--- config.mk ---
export PLATFORM = sky130hd
export DESIGN_NAME = lc3_trace_recorder
export DESIGN_NICKNAME = d
export VERILOG_FILES = /design/src/rtl/lc3_trace_pkg.sv /design/src/rtl/trace_fifo.sv /design/src/rtl/lc3_trace_recorder.sv
export SDC_FILE = /design/constraint.sdc
export NUM_CORES = 1
export LEC_CHECK = 0
export BUFFER_PORTS_ARGS = -buffer_cell sky130_fd_sc_hd__buf_2
export CAP_MARGIN = 5
export CORE_MARGIN = 4
export CORE_UTILIZATION = 46
export CTS_CLUSTER_DIAMETER = 60
export DETAILED_ROUTE_END_ITERATION = 12
export GPL_ROUTABILITY_DRIVEN = 0
export SYNTH_ARGS = -nofsm -noshare
export SYNTH_HDL_FRONTEND = slang
export SYNTH_SLANG_ARGS = --single-unit
--- constraint.sdc ---
create_clock -name clk -period 8.6 [get_ports clk]
set_input_delay 0.86 -clock clk [delete_from_list [all_inputs] [get_ports clk]]
set_output_delay 0.86 -clock clk [all_outputs]
set_load 0.02 [all_outputs]
--- src/rtl/lc3_trace_pkg.sv ---
// Shared definitions for the lc3 instruction-trace recorder: record layout,
// core FSM constants and capture-state encoding.
package lc3_trace_pkg;

    localparam int unsigned REC_W = 82;

    localparam logic [5:0]  FETCH_STATE = 6'd18;
    localparam logic [15:0] HALT_WORD   = 16'hFFFF;

    typedef struct packed {
        logic [15:0] pc_m1;
        logic [15:0] ir;
        logic        reg_we;
        logic [15:0] reg_val;
        logic        mem_we;
        logic [15:0] mem_addr;
        logic [15:0] mem_data;
    } trace_rec_t;

    typedef enum logic [1:0] {
        CAP_IDLE,
        CAP_ARMED,
        CAP_HALTED
    } cap_state_t;

endpackage

--- src/rtl/trace_fifo.sv ---
// Circular record buffer with stop-when-full or overwrite-oldest policy,
// occupancy count and sticky overflow flag.
module trace_fifo #(
    parameter int unsigned W         = 82,
    parameter int unsigned DEPTH     = 16,
    parameter int unsigned WRAP_MODE = 0
) (
    input  logic                     clk,
    input  logic                     reset,
    input  logic                     clear,
    input  logic                     push,
    input  logic [W-1:0]             din,
    input  logic                     pop,
    output logic [W-1:0]             dout,
    output logic                     valid,
    output logic [$clog2(DEPTH):0]   count,
    output logic                     overflow
);

    localparam int unsigned AW = $clog2(DEPTH);
    localparam logic [AW:0] FULL_CNT = DEPTH[AW:0];

    logic [W-1:0]  mem [DEPTH];
    logic [AW-1:0] wr_ptr;
    logic [AW-1:0] rd_ptr;

    logic full;
    logic empty;
    logic do_pop;
    logic accept;
    logic evict;
    logic drop;
    logic write;

    always_comb begin
        full   = (count == FULL_CNT);
        empty  = (count == '0);
        do_pop = pop && !empty;
        accept = push && (!full || do_pop);
        // full with no pop: overwrite the oldest slot or discard the new record
        evict  = push && full && !do_pop && (WRAP_MODE != 0);
        drop   = push && full && !do_pop && (WRAP_MODE == 0);
        write  = accept || evict;
    end

    always_ff @(posedge clk) begin
        if (write) begin
            mem[wr_ptr] <= din;
        end
    end

    always_ff @(posedge clk) begin
        if (reset || clear) begin
            wr_ptr   <= '0;
            rd_ptr   <= '0;
            count    <= '0;
            overflow <= 1'b0;
        end else begin
            if (write) begin
                wr_ptr <= wr_ptr + 1'b1;
            end
            if (do_pop || evict) begin
                rd_ptr <= rd_ptr + 1'b1;
            end
            if (accept && !do_pop) begin
                count <= count + 1'b1;
            end else if (do_pop && !accept) begin
                count <= count - 1'b1;
            end
            if (evict || drop) begin
                overflow <= 1'b1;
            end
        end
    end

    assign valid = !empty;
    assign dout  = mem[rd_ptr];

endmodule

--- src/rtl/lc3_trace_recorder.sv ---
// Builds one trace record per retired lc3 instruction from the core debug taps
// and queues it for readout over a valid/ready port.
module lc3_trace_recorder #(
    parameter int unsigned DEPTH       = 16,
    parameter int unsigned WRAP_MODE   = 0,
    parameter int unsigned SKIP_ZERO   = 1,
    parameter logic [5:0]  FETCH_STATE = lc3_trace_pkg::FETCH_STATE,
    parameter logic [15:0] HALT_WORD   = lc3_trace_pkg::HALT_WORD
) (
    input  logic                     clk,
    input  logic                     reset,
    input  logic                     clear,
    input  logic [5:0]               cur_state,
    input  logic [15:0]              pc,
    input  logic [15:0]              instruction,
    input  logic [15:0]              databus,
    input  logic                     ldreg,
    input  logic [15:0]              mar,
    input  logic [15:0]              mdr,
    input  logic                     rw,
    output logic                     rd_valid,
    input  logic                     rd_ready,
    output logic [81:0]              rd_data,
    output logic [$clog2(DEPTH):0]   count,
    output logic                     overflow,
    output logic                     halted
);

    import lc3_trace_pkg::*;

    cap_state_t  cap_state;
    logic        fetch_q;
    logic        acc_reg_we;
    logic [15:0] acc_reg_val;
    logic        acc_mem_we;
    logic [15:0] acc_mem_addr;
    logic [15:0] acc_mem_data;

    logic       in_fetch;
    logic       commit;
    logic       halt_seen;
    logic       frozen;
    logic       push;
    trace_rec_t rec;

    always_comb begin
        in_fetch  = (cur_state == FETCH_STATE);
        commit    = in_fetch && !fetch_q;
        halt_seen = (instruction == HALT_WORD);
        frozen    = (cap_state == CAP_HALTED);
        push      = commit && (cap_state == CAP_ARMED) && !halt_seen &&
                    !((SKIP_ZERO != 0) && (instruction == '0));
        rec          = '0;
        rec.pc_m1    = pc - 16'd1;
        rec.ir       = instruction;
        rec.reg_we   = acc_reg_we;
        rec.reg_val  = acc_reg_val;
        rec.mem_we   = acc_mem_we;
        rec.mem_addr = acc_mem_addr;
        rec.mem_data = acc_mem_data;
    end

    always_ff @(posedge clk) begin
        if (reset) begin
            fetch_q      <= 1'b0;
            cap_state    <= CAP_IDLE;
            acc_reg_we   <= 1'b0;
            acc_reg_val  <= '0;
            acc_mem_we   <= 1'b0;
            acc_mem_addr <= '0;
            acc_mem_data <= '0;
        end else begin
            fetch_q <= in_fetch;
            if (clear) begin
                cap_state    <= CAP_IDLE;
                acc_reg_we   <= 1'b0;
                acc_reg_val  <= '0;
                acc_mem_we   <= 1'b0;
                acc_mem_addr <= '0;
                acc_mem_data <= '0;
            end else begin
                if (halt_seen) begin
                    cap_state <= CAP_HALTED;
                end else if (commit && (cap_state == CAP_IDLE)) begin
                    cap_state <= CAP_ARMED;
                end
                if (!frozen) begin
                    // later assignments win, so commit-cycle writes seed the next record
                    if (commit) begin
                        acc_reg_we   <= 1'b0;
                        acc_reg_val  <= '0;
                        acc_mem_we   <= 1'b0;
                        acc_mem_addr <= '0;
                        acc_mem_data <= '0;
                    end
                    if (ldreg) begin
                        acc_reg_we  <= 1'b1;
                        acc_reg_val <= databus;
                    end
                    if (rw) begin
                        acc_mem_we   <= 1'b1;
                        acc_mem_addr <= mar;
                        acc_mem_data <= mdr;
                    end
                end
            end
        end
    end

    assign halted = (cap_state == CAP_HALTED);

    trace_fifo #(
        .W         (REC_W),
        .DEPTH     (DEPTH),
        .WRAP_MODE (WRAP_MODE)
    ) u_fifo (
        .clk      (clk),
        .reset    (reset),
        .clear    (clear),
        .push     (push),
        .din      (rec),
        .pop      (rd_ready),
        .dout     (rd_data),
        .valid    (rd_valid),
        .count    (count),
        .overflow (overflow)
    );

endmodule
Word level (Yosys, flattened, before mapping)
Memory sizes are Yosys's and may differ from the RTL's. A register that Yosys moved wholly into a read port is not among the register bits.
Index checks and enable logic that the tools add are counted.

word-level totals
  memories kept = 1
  bits of input ports = 92
  logic and storage cells = 70
  output and inout bits = 90
  bits in registers = 67
  RAM bits = 1,312

cells by class
  reduce and logical (&&, ||, !) cells = 31
  muxes and demuxes = 15
  bitwise logic cells = 1
  add/subtract/negate cells = 5
  equality and inequality tests = 5

memories
  name        depth  bits a word  read ports  clocked after memory_dff  wr ports  line              source
  u_fifo.mem  16     82           1           1                         1         trace_fifo.sv:23  logic [W-1:0] mem [DEPTH];

operators by type and width
  operator                                                                count
  16-bit 2-to-1 mux                                                       4
  16-bit equality test (second input constant)                            1
  16-bit logical NOT                                                      1
  16-bit by 1-bit subtractor with 16-bit output (second input constant)   1
  1-bit logical AND                                                       11
  5-bit 2-to-1 mux                                                        2
  4-bit by 1-bit adder with 4-bit output (second input constant)          2
  4-bit 2-to-1 mux                                                        2
  2-bit nonzero test                                                      4
  1-bit logical NOT                                                       7
  6-bit by 5-bit equality test with 1-bit output (second input constant)  1
  5-bit by 1-bit adder with 5-bit output (second input constant)          1
  5-bit equality test (second input constant)                             1
  5-bit logical NOT                                                       1
  1-bit 2-to-1 mux                                                        5
  5-bit by 1-bit subtractor with 5-bit output (second input constant)     1
  2-bit 2-to-1 mux                                                        2
  2-bit AND reduction                                                     2
  3-bit OR reduction                                                      1
  2-bit by 1-bit equality test with 1-bit output (second input constant)  1
  2-bit equality test (second input constant)                             1
  2-bit logical NOT                                                       1
  1-bit logical OR                                                        2
  2-bit OR reduction                                                      1
  1-bit NOT                                                               1

Longest topological paths before layout
  depth after elaboration = 10
  mapped depth = 12
  depth with buffers taken out = 11

Cells and area by module
Synthesis repeated with hierarchy kept, for this count alone.

unflattened totals
  cell total of the unflattened synthesis = 2,409
  area, all modules = 52,218.8 um2

by module, submodules not included
  module              seq. area each (um2)  area an instance (um2)  times used  cells each
  trace_fifo          39,758.1              49,922.9                1           2,117
  lc3_trace_recorder  1,061.0               2,296.0                 1           292

Least setup slack after synthesis
OpenSTA, ideal clock, no wires.

  path kind = input port to flip-flop
  start = input port cur_state[0]
  end = memory u_fifo.mem[12][0] (enable)
  buffers on the path = 1
  setup slack = 2,582 ps
  required time = 8,077 ps
  stages = 6
  library setup time = 523 ps
  arrival time = 5,495 ps
  cell sequence = nor4b_1 > nand2_1 > nor4_1 > buf_4 > nand3_1 > nor2_1

on the way
  longest elaborated chain between the ends = 8

ends and longest elaborated chain
  item                                            line                      source
  start: declaration                              lc3_trace_recorder.sv:13  input logic [5:0] cur_state,
  6-bit by 5-bit equality test with 1-bit output  lc3_trace_recorder.sv:47  in_fetch = (cur_state == FETCH_STATE);
  1-bit logical AND                               lc3_trace_recorder.sv:48  commit = in_fetch && !fetch_q;
  1-bit logical AND (3 in series)                 lc3_trace_recorder.sv:51  push = commit && (cap_state == CAP_ARMED) && !halt_seen &&
  1-bit logical AND                               trace_fifo.sv:39          accept = push && (!full || do_pop);
  via u_fifo.accept                               trace_fifo.sv:30          logic accept;
  1-bit 2-to-1 mux                                trace_fifo.sv:47          if (write) begin
  1-bit 2-to-1 mux (implied by the code)          trace_fifo.sv:48          mem[wr_ptr] <= din;
  end: declaration                                trace_fifo.sv:23

The timed path passes the listed nets, and every way through them passes these cells.

==> flow_summary.json <==
{
  "seqPwrFrac_pct": 54.1,
  "postSynthAreaPerCell_um2": 23.7,
  "antenna-diode-count": 0,
  "power.share.clock_pct": 45.0,
  "cts_tree": "built",
  "clock-skew-final_ps": 33.7,
  "period_share_pct": 57.7,
  "dpl.hpwl_um": 60500,
  "cts_max_level": 4,
  "dp.cells": 3823,
  "fillers": 8586,
  "io_pins": 182,
  "synthCells": 2214,
  "outcome": "completed",
  "powerDensity_nw_per_um2": 228,
  "cts_resized": 0,
  "async_reset_ff_share_pct": 0,
  "hp-class": "input pin to flop",
  "viasPerCell": 5.86,
  "crit_path_end_kind": "primary output",
  "max_cap_violations": 0,
  "wl_met3_um": 7310,
  "setup_viol": 0,
  "multiInputGateArea_um2": 11100,
  "grt_max_degree": 167,
  "final_max_slew_viol_count": 0,
  "max_slew_margin_pct": 9.73,
  "via_count": 23918,
  "final_cell_mix": "edfxtp_1, mux4_2, buf_2",
  "top_layer": "met5",
  "numClockSinks": 1383,
  "finalPower_uw": 13600,
  "ctsHoldBuffers": 0,
  "regArea_um2": 40800,
  "tns_ps": 0,
  "max_freq_mhz": 202,
  "remaining_drc_errors": 0,
  "yosys_register_bits": 1383,
  "synthToLayoutAreaGrowth_pct": 14.1,
  "synth_ff_type": "edfxtp_1",
  "drive_gt1_share_pct": 33.1,
  "dp_slack_ps": 3480,
  "placeableCoreArea_um2": 113000,
  "p_int_uw": 11000,
  "hold_violations": 0,
  "routedWlPerCell_um": 28.4,
  "grt_overflow": 0,
  "ant_nets": 0,
  "cts_setup_buffers": 0,
  "p_switching_uw": 2590,
  "critPathRequiredTime_ps": 7740,
  "drt_iter0_drc": 2119,
  "io_buffers": 181,
  "fin_nets": 2574,
  "critPathMaxFanout": 166,
  "ir_drop_mv": 0.179,
  "cts.path.max_buffers": 3,
  "swShare_pct": 19.0,
  "seq_area_frac_synth_pct": 77.8,
  "syn_area_um2": 52500,
  "grt_pass1_wl_um": 170000,
  "rsz0062_at_grt": "no",
  "mostFrequentLayoutCell": "edfxtp_1",
  "worstPathArrival_ps": 4100,
  "clock-root-buffer": "clkbuf_16",
  "final_util_pct": 53.1,
  "startpoint_type": "flop",
  "row_count": 123,
  "insertion_delay_ps": 730,
  "antenna_found_initial": 3,
  "grt_pass1_vias": 25021,
  "fin_ws_ps": 3640,
  "dr_wl_met2_um": 56700,
  "grt_use_total_pct": 19.4,
  "period_needed_ps": 4960,
  "wl_met1_um": 49500,
  "chipWidth_um": 346,
  "start_util_pct": 46.5,
  "instances_no_fill": 4085,
  "drt_wl_total_um": 116000,
  "path_class": "flop to primary output",
  "synth_edf_count": 1312,
  "dieHeight_um": 346,
  "tightest_slew_ps": 1350,
  "die-area_um2": 120000,
  "numCtsBuffers": 143,
  "syn-num-nets": 2317,
  "firstDrtPassIters": 5,
  "yosysWarnings": 0,
  "clkTransAtPathRegs_ps": 60,
  "power_frac_comb_pct": 0.8,
  "yosysUniqueCellTypes": 44,
  "p_leak_uw": 0.0181
}
==> kinds of logic (layout without fill, tap and decap cells) <==
family,count (synthesis),in the layout,synth area share [%]
fa+ha+maj,11,11,0.277
buf+inv,131,502,1.34
mux,413,413,17.8
simple gates,190,190,1.77
compound gates,65,65,0.660
xor+xnor,21,21,0.350
flops,1383,1383,77.8
==> power groups by stage <==
stage	clock network [uW]	logic (uW)	registers [uW]
5_1_grt	6560	124	7380
2_1_floorplan	0	39.9	7510
6_report	6140	113	7380
3_3_place_gp	0	106	7520
4_1_cts	6270	113	7380
3_5_place_dp	0	112	7520
==> worst max-delay path, stage by stage, from the launching register on <==
cell     delay [ps]
dfxtp_4        1110
buf_12          650
mux4_1          490
mux4_2          550
buf_2           190
==> final timing paths <==
check	startpoint	endpoint	slack, ps	depth (start not counted)
worst max-delay path	flop	rd_data[76]	3640	4
worst min-delay path	reset	fetch_q	310	2
worst max register to register	fetch_q	u_fifo.mem[3][55]	4510	7
worst min register to register	cap_state[0]	cap_state[0]	510	2
==> sequential cells by signal, indices dropped and copies added (netlist names), named ones only <==
name,count
acc_mem_addr,16
acc_mem_data,16
acc_mem_we,1
acc_reg_val,16
acc_reg_we,1
cap_state,2
fetch_q,1
u_fifo.count,5
u_fifo.mem,1312
u_fifo.overflow,1
u_fifo.rd_ptr,4
u_fifo.wr_ptr,4
==> through the flow <==
step                area [um2]  hold WS (ps)
floorplan                52500           468
global placement         55100           458
detailed placement       55200           494
global route             59900           276
CTS                      59800           264
finish                   59900           314
==> metal layers <==
layer	vias up	global-route usage, %
met4	2	4.74
met2	781	31.2
met5	-	0
met3	182	4.14
met1	12974	27.4
li1	9979	-
==> synth_stat cells (14+ instances only) <==
library cell | count | area [um2]
nor2_1 | 35 | 131
nand3_1 | 54 | 270
edfxtp_1 | 1312 | 39400
mux4_1 | 25 | 657
xor2_1 | 14 | 123
dfxtp_1 | 71 | 1420
buf_4 | 24 | 180
buf_1 | 14 | 52.6
inv_1 | 14 | 52.6
mux4_2 | 385 | 8670
a21oi_1 | 57 | 285
nand2_1 | 56 | 210
clkbuf_1 | 64 | 240
==> cell type report <==
cell class              count  area share [%]
clock buffers             179            6.52
clock inverters            80            1.33
inverters                  14          0.0877
multi-input cells         700            18.5
flip-flops and latches   1383            68.2
well taps                1500            3.13
repair buffers            229            2.23
(Power assumes the default switching activity.)
